--- src/rtl/mem_arbiter_pkg.sv ---
// Shared encodings for the single-port memory arbiter.
// Imported by the arbiter top and its priority picker.
package mem_arbiter_pkg;

    localparam int ARB_STATE_WIDTH = 2;

    localparam logic [ARB_STATE_WIDTH-1:0] ARB_IDLE = 2'd0;
    localparam logic [ARB_STATE_WIDTH-1:0] ARB_REQ  = 2'd1;
    localparam logic [ARB_STATE_WIDTH-1:0] ARB_WAIT = 2'd2;

    localparam logic OWNER_I = 1'b0;
    localparam logic OWNER_D = 1'b1;

endpackage

--- src/rtl/mem_arbiter_prio.sv ---
// Combinational priority pick between fetch and load/store.
// D wins a contested pick unless fetch has been starved.
module arb_prio (
    input  logic i_req,
    input  logic d_req,
    input  logic starve_hit,
    output logic i_win,
    output logic d_win
);

    // Fetch wins when alone or when its starvation limit is reached.
    always_comb begin
        i_win = i_req & (~d_req | starve_hit);
        d_win = d_req & ~(i_req & starve_hit);
    end

endmodule

--- src/rtl/mem_arbiter.sv ---
// Single-port memory arbiter: fetch (I) vs load/store (D).
// One transaction outstanding; fetch responses droppable by flush.
module mem_arbiter
    import mem_arbiter_pkg::*;
#(
    parameter int STARVE_LIMIT = 4
) (
    input  logic        clk,
    input  logic        rst,
    input  logic        i_req_i,
    input  logic [31:0] i_addr_i,
    output logic        i_gnt_o,
    output logic        i_rvalid_o,
    output logic [31:0] i_rdata_o,
    input  logic        flush_i,
    input  logic        d_req_i,
    input  logic        d_we_i,
    input  logic [3:0]  d_be_i,
    input  logic [31:0] d_addr_i,
    input  logic [31:0] d_wdata_i,
    output logic        d_gnt_o,
    output logic        d_rvalid_o,
    output logic [31:0] d_rdata_o,
    output logic        m_req_o,
    output logic        m_we_o,
    output logic [3:0]  m_be_o,
    output logic [31:0] m_addr_o,
    output logic [31:0] m_wdata_o,
    input  logic        m_ack_i,
    input  logic        m_rvalid_i,
    input  logic [31:0] m_rdata_i
);

    localparam int CW = $clog2(STARVE_LIMIT + 1);

    logic [ARB_STATE_WIDTH-1:0] state;
    logic                       owner;
    logic                       drop;
    logic [CW-1:0]              starve_cnt;
    logic                       starve_hit;
    logic                       i_win;
    logic                       d_win;
    logic                       idle;
    logic                       rsp;
    logic                       grant;

    assign starve_hit = (starve_cnt == CW'(STARVE_LIMIT));

    arb_prio u_prio (
        .i_req      (i_req_i),
        .d_req      (d_req_i),
        .starve_hit (starve_hit),
        .i_win      (i_win),
        .d_win      (d_win)
    );

    // Grants and response routing; nothing leaks out while in reset.
    always_comb begin
        idle       = (state == ARB_IDLE) && !rst;
        i_gnt_o    = idle & i_win;
        d_gnt_o    = idle & d_win;
        grant      = i_gnt_o | d_gnt_o;
        rsp        = (state == ARB_WAIT) && m_rvalid_i;
        d_rvalid_o = rsp && (owner == OWNER_D);
        i_rvalid_o = rsp && (owner == OWNER_I) && !drop && !flush_i;
        d_rdata_o  = d_rvalid_o ? m_rdata_i : 32'h0;
        i_rdata_o  = i_rvalid_o ? m_rdata_i : 32'h0;
    end

    // Transaction FSM: IDLE -> REQ (until ack) -> WAIT (until response).
    always_ff @(posedge clk or posedge rst) begin
        if (rst) begin
            state <= ARB_IDLE;
        end else begin
            case (state)
                ARB_IDLE: if (grant)      state <= ARB_REQ;
                ARB_REQ:  if (m_ack_i)    state <= ARB_WAIT;
                ARB_WAIT: if (m_rvalid_i) state <= ARB_IDLE;
                default:                  state <= ARB_IDLE;
            endcase
        end
    end

    // Memory-side request registers, captured at grant time.
    always_ff @(posedge clk or posedge rst) begin
        if (rst) begin
            m_req_o   <= 1'b0;
            m_we_o    <= 1'b0;
            m_be_o    <= 4'h0;
            m_addr_o  <= 32'h0;
            m_wdata_o <= 32'h0;
            owner     <= OWNER_I;
        end else if (d_gnt_o) begin
            m_req_o   <= 1'b1;
            m_we_o    <= d_we_i;
            m_be_o    <= d_be_i;
            m_addr_o  <= d_addr_i;
            m_wdata_o <= d_wdata_i;
            owner     <= OWNER_D;
        end else if (i_gnt_o) begin
            m_req_o   <= 1'b1;
            m_we_o    <= 1'b0;
            m_be_o    <= 4'hF;
            m_addr_o  <= i_addr_i;
            m_wdata_o <= 32'h0;
            owner     <= OWNER_I;
        end else if ((state == ARB_REQ) && m_ack_i) begin
            m_req_o   <= 1'b0;
        end
    end

    // Drop flag: remembers a flush against the outstanding fetch.
    always_ff @(posedge clk or posedge rst) begin
        if (rst) begin
            drop <= 1'b0;
        end else if (rsp) begin
            drop <= 1'b0;
        end else if ((state != ARB_IDLE) && (owner == OWNER_I) && flush_i) begin
            drop <= 1'b1;
        end
    end

    // Saturating count of contested arbitrations lost by fetch.
    always_ff @(posedge clk or posedge rst) begin
        if (rst) begin
            starve_cnt <= '0;
        end else if (i_gnt_o) begin
            starve_cnt <= '0;
        end else if (d_gnt_o && i_req_i && !starve_hit) begin
            starve_cnt <= starve_cnt + CW'(1);
        end
    end

endmodule

--- config.mk ---
export PLATFORM = sky130hd
export DESIGN_NAME = mem_arbiter
export DESIGN_NICKNAME = d
export VERILOG_FILES = /design/src/rtl/mem_arbiter_pkg.sv /design/src/rtl/mem_arbiter_prio.sv /design/src/rtl/mem_arbiter.sv
export SDC_FILE = /design/constraint.sdc
export NUM_CORES = 1
export LEC_CHECK = 0
export CAP_MARGIN = 20
export CORE_MARGIN = 4
export CORE_UTILIZATION = 38
export CTS_CLUSTER_DIAMETER = 150
export DETAILED_ROUTE_END_ITERATION = 10
export HOLD_SLACK_MARGIN = 0.15
export PLACE_DENSITY = 0.87
export SLEW_MARGIN = 20
export SYNTH_ARGS = -nofsm -noshare
export SYNTH_HDL_FRONTEND = slang
export SYNTH_SLANG_ARGS = --single-unit
--- constraint.sdc ---
create_clock -name clk -period 4.4 [get_ports clk]
set_clock_uncertainty 0.05 [all_clocks]
set_input_delay 0.88 -clock clk [delete_from_list [all_inputs] [get_ports clk]]
set_output_delay 0.88 -clock clk [all_outputs]
set_load 0.05 [all_outputs]
* Word-level counts from Yosys, hierarchy flattened
Index checks and enable logic that the tools add are counted.
Operators by class: reductions and logical operators 22, bitwise logic cells 10, equality and inequality tests 6, muxes and demuxes 22, add/sub/neg operators 1
Operators with widths (number):
- $mux 32 | 6
- $logic_and 1x1->1 | 11
- $mux 1 | 8
- $mux 4 | 2
- $reduce_bool 2->1 | 4
- $mux 2 | 3
- $mux 3 | 2
- $ne 2x2->1 const B | 3
- $pmux 2 s3 | 1
- $and 1x1->1 | 5
- $logic_not 1->1 | 4
- $add 3x1->3 const B | 1
- $eq 3x3->1 const B | 1
- $not 1->1 | 3
- $reduce_and 3->1 | 1
- $reduce_bool 3->1 | 1
- $eq 2x1->1 const B | 1
- $eq 2x2->1 const B | 1
- $logic_not 2->1 | 1
- $or 1x1->1 | 2
Word-level totals: logic and storage cells 70, bits of input ports 140, register bits after elaboration 77, output and inout bits 138

* Longest topological paths before layout
Gate-level depths: netlist of run 1.
depth after elaboration 9, mapped depth 7, gate-level depth less buffers 6

* Cells and area by module
Synthesis of run 1 repeated with hierarchy kept, for this count alone.
Unflattened totals: cell total of the unflattened synthesis 348, area total of the unflattened synthesis 3883.7 um2
Modules (own cells, without submodules):
- mem_arbiter | sequential area each 1926.8 um2, cells each 345, instances 1, area each 3865.0 um2
- arb_prio | sequential area each 0.0 um2, cells each 3, instances 1, area each 18.8 um2

* Worst setup path after synthesis of run 1
Ideal clock, no wire load.
kind in2out, start input m_rvalid_i, end output d_rdata_o[22], slack 1.152 ns, buffers on the path 1, stages 4, data required time 3.470 ns, arrival 2.318 ns, cells stage by stage nand3b_1 nor2_1 clkbuf_1 and2_1
On the way: longest elaborated chain between the ends 3
Ends and longest elaborated chain:
- start, declared | RTL line mem_arbiter.sv:30 | input logic m_rvalid_i,
- $logic_and 1x1->1 | RTL line mem_arbiter.sv:63 | rsp = (state == ARB_WAIT) && m_rvalid_i;
- $logic_and 1x1->1 | RTL line mem_arbiter.sv:64 | d_rvalid_o = rsp && (owner == OWNER_D);
- named net d_rvalid_o | RTL line mem_arbiter.sv:22 | output logic d_rvalid_o,
- $mux 32 | RTL line mem_arbiter.sv:66 | d_rdata_o = d_rvalid_o ? m_rdata_i : 32'h0;
- end, declared | RTL line mem_arbiter.sv:23 | output logic [31:0] d_rdata_o,
The timed path passes the listed nets, and every way through them passes these cells.

* Worst setup path after layout of run 1
start input rst, end output i_gnt_o
On the way: longest elaborated chain between the ends 3
Ends and longest elaborated chain:
- start, declared | RTL line mem_arbiter.sv:9 | input logic rst,
- $logic_not 1->1 (no source line)
- $logic_and 1x1->1 | RTL line mem_arbiter.sv:59 | idle = (state == ARB_IDLE) && !rst;
- $and 1x1->1 | RTL line mem_arbiter.sv:60 | i_gnt_o = idle & i_win;
- end, declared | RTL line mem_arbiter.sv:12 | output logic i_gnt_o,
Every way passes these cells.

==> results.py, run 1 <==
metrics = {
    "detailed_routing": {
        "dr.pass1.iters": 5,
        "via_count": 4208,
        "drt_iter0_drc": 269,
        "avgRoutedWirePerCell_microns": 19.9,
        "wirelength_microns": 15600,
        "drc_errors": 0,
        "postRouteAntennaNets": 0,
        "viasPerCell": 5.37,
    },
    "power_and_ir_drop": {
        "vdd_ir_drop_max_v": 0.000483,
        "p_total_mw": 4.71,
        "p_leak_nw": 3.07,
        "p_per_area_mw_per_mm2": 627,
    },
    "floorplan": {
        "num_rows": 36,
        "die_y_microns": 109,
        "dieArea_sq_mm": 0.0118,
        "die_w_microns": 109,
        "pin_count": 278,
        "initial_core_util_pct": 39.1,
        "core_area_sq_mm": 0.00982,
    },
    "clock_network": {
        "cts-hold-fix-buffers": 0,
        "clock_latency_ps": 330,
        "cts_made_buffers": 9,
        "cts_tree": "done",
        "cts-root-buf": "clkbuf_8",
        "clock-sinks": 77,
        "post_cts_buffers": 0,
        "cts_resized": 0,
        "htreeDepth": 3,
        "clkSlewWorstSetupHoldPaths_ps": 70,
        "cts_buffer_depth": 2,
    },
    "critical_path": {
        "required_ps": 3470,
        "setup.worst_path.start_class": "primary input",
        "rrSetupSlack_ps": 2250,
        "worstPathArrival_ps": 2520,
        "critPathCaptureType": "output pin",
        "crit_fanout": 5,
        "path_class": "in2out",
    },
    "logic_synthesis": {
        "syn_inst": 385,
        "yosysUniqueCellTypes": 34,
        "syn_area_per_cell_sq_um": 9.98,
        "seq_area_frac_synth_pct": 50.1,
        "synth_nets": 527,
        "synth_area_sq_mm": 0.00384,
        "ys_seq_elements": 77,
        "synth_warnings": 0,
    },
    "global_route": {
        "grt_max_degree": 65,
        "antenna_found_initial": 0,
        "grt_pass1_wl_microns": 23400,
        "grt_pass1_vias": 4385,
        "grt_overflow": 0,
        "grt_use_total_pct": 25.5,
    },
    "timing": {
        "setup_viol_count_final": 0,
        "fmax_mhz": 290,
        "hold_viol": 0,
        "final-max-slew-violation-count": 0,
        "min_period_ps": 3450,
        "relSlewSlack_pct": 26.4,
        "fin_tns_setup_ps": 0,
        "finalCritPeriodShare_pct": 78.3,
        "rsz0062_at_grt": "no",
        "tightest_slew_ps": 1100,
        "layout_setup_ws_ps": 954,
    },
    "cells_and_area": {
        "n_antenna_cell": 0,
        "drive_gt1_share_pct": 15.5,
        "final_cell_mix": "clkdlybuf4s50_1 (209), dfrtp_1 (77), buf_12 (66)",
        "final_common_cell": "clkdlybuf4s50_1",
        "nNetsFinal": 787,
        "areaGrowthSynthToFinish_pct": 95.4,
    },
    "placed_design": {
        "dp_hpwl_microns": 12200,
        "detailedPlace.worstSlack_ps": 998,
        "place.gp.congestion": 0.783,
        "port-buffer-count": 277,
    },
    "outcome": {
        "status": "completed",
    },
    "min_path": {
        "hold_class": "reg2reg",
    },
    "run": {
        "maxCapViolCount": 0,
    },
}
## path summary, 6_finish.rpt
| kind | start | to | depth (start not counted) |
|---|---|---|---|
| setup / recovery | rst | i_gnt_o | 4 |
| setup reg to reg | starve_cnt[0] | m_addr_o[28] | 5 |
| max in group asynchronous | rst | m_addr_o[15] | 3 |
| hold / removal | m_be_o[3] | m_be_o[3] | 1 |
| min in group asynchronous | rst | starve_cnt[1] | 2 |
| hold reg to reg | m_be_o[3] | m_be_o[3] | 1 |
## area by class of cell
type                    count  area, sq um
repair buffers            286         3500
fillers                   623         2310
clock inverters             7         98.8
inverters                   6         27.5
well taps                 133          166
clock buffers               9          124
flip-flops and latches     77         1930
multi-input cells         265         1670
## layer usage
metal,share of wire (%),GRT usage (%),vias up
li1,-,-,1911
met2,51,44.6,236
met4,3.3,8.48,0
met3,9.1,7.04,39
met5,0,0,-
met1,36,30.2,2022
## per-stage QoR
step                      std cells  util (%)  instance area (sq um)  hold slack (ps)
after floorplan                 385         -                   3840              425
after global placement          767      74.2                   7290              412
after detailed placement        767      74.2                   7290              431
after CTS                       783      76.5                   7510              453
after global routing            783      76.5                   7510              472
final                           783      76.5                   7510              448
## registers in the layout (all words and copies together), names as in the netlist
name	count
m_wdata_o	32
m_addr_o	32
starve_cnt	3
m_we_o	1
owner	1
m_req_o	1
m_be_o	4
state	2
drop	1
## power by group
| part | internal [mW] | switching, mW | total, mW |
|---|---|---|---|
| logic | 1.02 | 1.84 | 2.85 |
| registers | 1.05 | 0.223 | 1.27 |
| clock network | 0.323 | 0.262 | 0.585 |
## synth_stat cells (all sizes together)
| library cell | number | area (sq um) |
|---|---|---|
| inv | 6 | 25.0 |
| or4b | 2 | 23.8 |
| ha | 2 | 25.0 |
| nand2b | 2 | 12.5 |
| a21oi | 33 | 165 |
| o211a | 1 | 10.0 |
| nor4 | 1 | 12.5 |
| o21ai | 37 | 185 |
| nor3 | 1 | 16.3 |
| or2 | 1 | 6.26 |
| and3 | 1 | 6.26 |
| a22o | 33 | 289 |
| and2 | 65 | 407 |
| a21boi | 1 | 7.51 |
| clkbuf | 18 | 67.6 |
| buf | 19 | 153 |
| nand3b | 2 | 15.0 |
| nor4b | 1 | 23.8 |
| nand2 | 7 | 28.8 |
| nand4 | 1 | 6.26 |
| o21a | 1 | 7.51 |
| nand3 | 34 | 170 |
| nor2 | 2 | 7.51 |
| dfrtp | 77 | 1930 |
| a31oi | 32 | 200 |
| mux2i | 1 | 10.0 |
| o22a | 4 | 35.0 |
## logic make-up after synthesis
logic type,synth area share [%]
flip-flops,50.1
adder cells (fa/ha/maj),0.651
buffers and inverters,6.38
AND/OR/NAND/NOR,19.1
multiplexers,0.261
AO/OA/AOI/OAI,23.4
## critical path, cell delays in order
cell	delay (ps)
clkdlybuf4s50_1	580
or4b_1	640
nor2_1	180
buf_4	230
Power figures use the tool's default switching activity.
==> run 2: changes to the inputs <==
Settings changed: CORE_UTILIZATION 38 to 32, PLACE_DENSITY 0.87 to 0.78.
Clock period 4.4 ns to 2.9 ns, I/O delays scaled along.
==> run 2 against run 1 <==
  * Register-to-register slack got worse by 1200 ps
  * Highest routed layer unchanged
  * Worst hold slack lost 5.1 ps
  * Die area is 17% higher
  * Critical path type unchanged
  * Via count fell by 2.0%
  * Clock-buffer cell count did not move
  * Cell area up 1.8%
  * Global-route usage shrank 4.0 points
  * Core utilization is 10 points lower
  * Wire length fell by 1.5%
  * Final cell count rose by 1.7%
  * First-iteration DRC count is 30% higher
==> results.py, run 2 (synthesis results as in run 1) <==
metrics = {
    "timing": {
        "hold_viol": 0,
        "fin_tns_setup_ps": 0,
        "fmax_mhz": 360,
        "setup_viol_count_final": 0,
        "min_period_ps": 2780,
        "finalCritPeriodShare_pct": 95.7,
        "rsz0062_at_grt": "no",
        "whs_ps": 443,
        "relSlewSlack_pct": 52.3,
        "final-max-slew-violation-count": 0,
        "tightest_slew_ps": 715,
        "layout_setup_ws_ps": 124,
    },
    "cells_and_area": {
        "design_area_sq_mm": 0.00764,
        "nNetsFinal": 791,
        "final_common_cell": "clkdlybuf4s50_1",
        "reg_top3": "m_addr_o (32), m_wdata_o (32), m_be_o (4)",
        "drive_gt1_share_pct": 15.9,
        "areaGrowthSynthToFinish_pct": 98.9,
        "final_cell_mix": "clkdlybuf4s50_1 (209), dfrtp_1 (77), buf_12 (70)",
        "n_antenna_cell": 0,
    },
    "power_and_ir_drop": {
        "p_per_area_mw_per_mm2": 950,
        "p_leak_nw": 3.11,
        "clockPowerShare_pct": 13.8,
        "p_seq_share_pct": 26.5,
        "p_int_mw": 3.73,
        "comb_power_share_pct": 59.7,
        "vdd_ir_drop_max_v": 0.000455,
        "p_sw_mw": 3.53,
        "sw_frac_of_total_pct": 48.6,
    },
    "floorplan": {
        "die_y_microns": 118,
        "pin_count": 278,
        "dieArea_sq_mm": 0.0138,
        "core_area_sq_mm": 0.0116,
        "num_rows": 39,
        "initial_core_util_pct": 33.2,
        "die_w_microns": 118,
    },
    "global_route": {
        "grt_pass1_vias": 4232,
        "antenna_found_initial": 0,
        "grt_overflow": 0,
        "grt_max_degree": 40,
        "grt_use_total_pct": 21.5,
        "grt_pass1_wl_microns": 24100,
    },
    "critical_path": {
        "setup.worst_path.start_class": "primary input",
        "path_class": "in2out",
        "reg2regPathDepth": 3,
        "worstSetupStartpoint": "i_req_i",
        "regToRegEndpoint": "m_addr_o[20]",
        "critPathCaptureType": "output pin",
        "required_ps": 2270,
        "crit_fanout": 6,
        "cp_top_family": "simple AND/OR/NAND/NOR gates",
        "worst-path-buf-inv": 2,
        "r2r_start": "state[1]",
        "crit_chain": "clkdlybuf4s50_1, or4b_1, nor2_1, buf_12",
        "rrSetupSlack_ps": 1030,
        "worstPathArrival_ps": 2150,
        "cp_slowest_cell": "clkdlybuf4s50_1",
        "critPathMaxStageDelay_ps": 570,
    },
    "detailed_routing": {
        "wirelength_microns": 15300,
        "drt_iter0_drc": 350,
        "viasPerCell": 5.18,
        "drc_errors": 0,
        "avgRoutedWirePerCell_microns": 19.2,
        "dr.pass1.iters": 5,
        "postRouteAntennaNets": 0,
        "via_count": 4124,
    },
    "clock_network": {
        "clock-sinks": 77,
        "cts_buffer_depth": 2,
        "clkSlewWorstSetupHoldPaths_ps": 60,
        "cts-hold-fix-buffers": 0,
        "cts-root-buf": "clkbuf_16",
        "cts_tree": "done",
        "post_cts_buffers": 0,
        "htreeDepth": 3,
        "clock_latency_ps": 320,
        "cts_made_buffers": 9,
        "cts_resized": 0,
    },
    "placed_design": {
        "port-buffer-count": 277,
        "place.gp.congestion": 0.855,
        "place_area_sq_mm": 0.00738,
        "dp_hpwl_microns": 11900,
        "detailedPlace.worstSlack_ps": 141,
    },
    "run": {
        "maxCapViolCount": 0,
    },
    "outcome": {
        "status": "completed",
    },
    "min_path": {
        "min_from": "m_be_o[2]",
        "hold_end": "m_be_o[2]",
        "hold_path_depth": 1,
        "hold_class": "reg2reg",
    },
}
run 2: changes by cell type in the layout (fill, tap and decap cells not counted):
cell,change
clkbuf_16,+9
clkbuf_8,-9
buf_12,+4
bufinv_16,-2
clkinv_2,+2
clkinv_4,-2
clkinvlp_4,+2
inv_4,-1
inv_6,+1
inv_8,-1
run 2: stage by stage:
stage	util, %	power [mW]	instances
after floorplan	-	4.61	385
after global placement	63.8	6.19	781
after detailed placement	63.8	6.28	781
after CTS	66.1	7.31	796
after global routing	66.1	7.59	796
final	66.1	7.26	796
run 2: per-layer routing:
metal  global-route usage, %  wire length, microns  share of wire, %  vias up
li1                        -                     -                 -     1925
met1                    26.6                  5940                39     1968
met2                    38.3                  8010                52      216
met3                    5.57                  1230               8.0       15
met4                    4.10                   140              0.91        0
met5                       0                     0                 0        -
run 2: cell type report:
class | count | area [sq um]
sequential | 77 | 1930
clock buffer | 9 | 225
timing repair buffer | 290 | 3580
clock inverter | 6 | 38.8
multi-input combinational | 265 | 1670
fill | 906 | 3920
inverter | 6 | 26.3
tap | 143 | 179
run 2: worst register-to-register path, cell delays in order (launching register included):
cell     delay (ps)
dfrtp_1         510
or4b_4          780
o21ai_0         270
a31oi_1         120
run 2: power groups by stage:
stage | Sequential [mW] | Clock (mW) | Combinational, mW
6_report | 1.93 | 1.00 | 4.33
5_1_grt | 1.98 | 1.08 | 4.52
3_3_place_gp | 1.90 | 0 | 4.29
4_1_cts | 1.92 | 1.03 | 4.36
3_5_place_dp | 1.93 | 0 | 4.34
2_1_floorplan | 3.56 | 0 | 1.05
run 2: worst max path at each step:
| stage | to | slack [ps] | cells past startpoint |
|---|---|---|---|
| 2_1_floorplan | d_rdata_o[22] | 240 | 5 |
| 3_3_place_gp | i_gnt_o | 220 | 4 |
| 3_5_place_dp | i_gnt_o | 140 | 4 |
| 4_1_cts | i_gnt_o | 130 | 4 |
| 5_1_grt | i_rdata_o[1] | 20 | 6 |
| 6_report | i_gnt_o | 120 | 4 |
==> run 3: changes to the inputs <==
Settings changed: CTS_CLUSTER_SIZE set to 8, PLACE_DENSITY 0.78 to unset, PLACE_DENSITY_LB_ADDON set to 0.25.
==> run 3 against run 2 <==
  * Highest routed layer unchanged
  * Sequential power barely moved
  * Via count rose by 0.75%
  * Wire length rose by 0.31%
  * Clock power rose by 19%
  * Setup slack improved by 110 ps
==> results.py, run 3 (synthesis results as in run 1) <==
metrics = {
    "cells_and_area": {
        "final_common_cell": "clkdlybuf4s50_1",
        "drive_gt1_share_pct": 16.6,
        "areaGrowthSynthToFinish_pct": 101,
        "final_cell_mix": "clkdlybuf4s50_1 (209), dfrtp_1 (77), buf_12 (70)",
        "utilization_pct": 66.9,
        "n_antenna_cell": 0,
        "reg_top3": "m_addr_o (32), m_wdata_o (32), m_be_o (4)",
        "nNetsFinal": 796,
        "n_fill_cell": 908,
        "fin_cells": 801,
    },
    "placed_design": {
        "dp_hpwl_microns": 11900,
        "port-buffer-count": 277,
        "place.gp.congestion": 0.844,
        "numPlacedInstances": 786,
    },
    "timing": {
        "relSlewSlack_pct": 59.9,
        "rsz0062_at_grt": "no",
        "whs_ps": 428,
        "final-max-slew-violation-count": 0,
        "finalCritPeriodShare_pct": 92.1,
        "hold_viol": 0,
        "tightest_slew_ps": 601,
        "fin_tns_setup_ps": 0,
        "fmax_mhz": 375,
        "setup_viol_count_final": 0,
        "min_period_ps": 2670,
    },
    "power_and_ir_drop": {
        "p_leak_nw": 3.17,
        "p_total_mw": 7.46,
        "vdd_ir_drop_max_v": 0.000561,
        "p_per_area_mw_per_mm2": 964,
    },
    "outcome": {
        "status": "completed",
    },
    "floorplan": {
        "dieArea_sq_mm": 0.0138,
        "die_w_microns": 118,
        "core_area_sq_mm": 0.0116,
        "die_y_microns": 118,
        "num_rows": 39,
        "pin_count": 278,
        "initial_core_util_pct": 33.2,
    },
    "clock_network": {
        "cts_made_buffers": 9,
        "cts_buffer_depth": 2,
        "htreeDepth": 3,
        "cts_resized": 0,
        "cts-hold-fix-buffers": 0,
        "clkSlewWorstSetupHoldPaths_ps": 60,
        "clock_latency_ps": 320,
        "post_cts_buffers": 0,
        "clock-sinks": 77,
        "cts-root-buf": "clkbuf_16",
        "cts_tree": "done",
    },
    "min_path": {
        "hold_class": "reg2reg",
    },
    "detailed_routing": {
        "via_count": 4155,
        "viasPerCell": 5.19,
        "dr.pass1.iters": 4,
        "drc_errors": 0,
        "wirelength_microns": 15400,
        "avgRoutedWirePerCell_microns": 19.2,
        "postRouteAntennaNets": 0,
        "drt_iter0_drc": 206,
    },
    "run": {
        "maxCapViolCount": 0,
    },
    "critical_path": {
        "required_ps": 2270,
        "critPathCaptureType": "output pin",
        "path_class": "in2out",
        "setup.worst_path.start_class": "primary input",
        "reg2regPathDepth": 4,
        "regToRegEndpoint": "m_addr_o[21]",
        "r2r_start": "state[1]",
        "crit_fanout": 5,
        "critPathCapture": "i_gnt_o",
        "worstPathArrival_ps": 2040,
        "worstSetupStartpoint": "i_req_i",
        "rrSetupSlack_ps": 920,
    },
    "global_route": {
        "grt_pass1_vias": 4280,
        "grt_pass1_wl_microns": 24500,
        "grt_use_total_pct": 21.9,
        "grt_overflow": 0,
        "antenna_found_initial": 0,
        "grt_max_degree": 36,
    },
}
==> run 3: worst min path at each step <==
stage                               end  cells past startpoint           from
after global placement          m_req_o                      2        m_req_o
after floorplan           starve_cnt[1]                      2  starve_cnt[1]
after global routing      m_wdata_o[24]                      1  m_wdata_o[24]
after CTS                       m_req_o                      2        m_req_o
after detailed placement        m_req_o                      2        m_req_o
final                           m_req_o                      2        m_req_o
==> run 3: worst max-delay path, stage by stage <==
cell,delay [ps]
clkdlybuf4s50_1,480
or4b_1,520
nor2_1,270
buf_12,180
==> run 3: stage by stage <==
step | area, sq um | setup WS, ps
after detailed placement | 7420 | 240
final | 7740 | 230
after CTS | 7740 | 227
after global placement | 7420 | 270
after floorplan | 3840 | 239
after global routing | 7740 | 109
==> run 3: layer usage <==
layer	track usage (%)	vias to the layer above	share of wire (%)
met4	7.47	0	2.8
met1	26.9	1972	39
met3	7.02	31	8.7
li1	-	1929	-
met2	36.6	223	49
met5	0	-	0
==> run 3: layout make-up <==
type	instances	area, sq um	share of cell area, %
timing repair buffer	295	3610	46.7
sequential	77	1930	24.9
multi-input combinational	265	1680	21.7
clock buffer	9	225	2.91
tap	143	179	2.31
clock inverter	6	86.3	1.12
inverter	6	26.3	0.340
==> run 3: report_power, final <==
part,leakage (nW),internal [mW],total [mW],switching (mW)
clock network,0.152,0.749,1.19,0.437
registers,0.915,1.59,1.94,0.350
logic,2.10,1.57,4.33,2.76
total,3.17,3.91,7.46,3.54
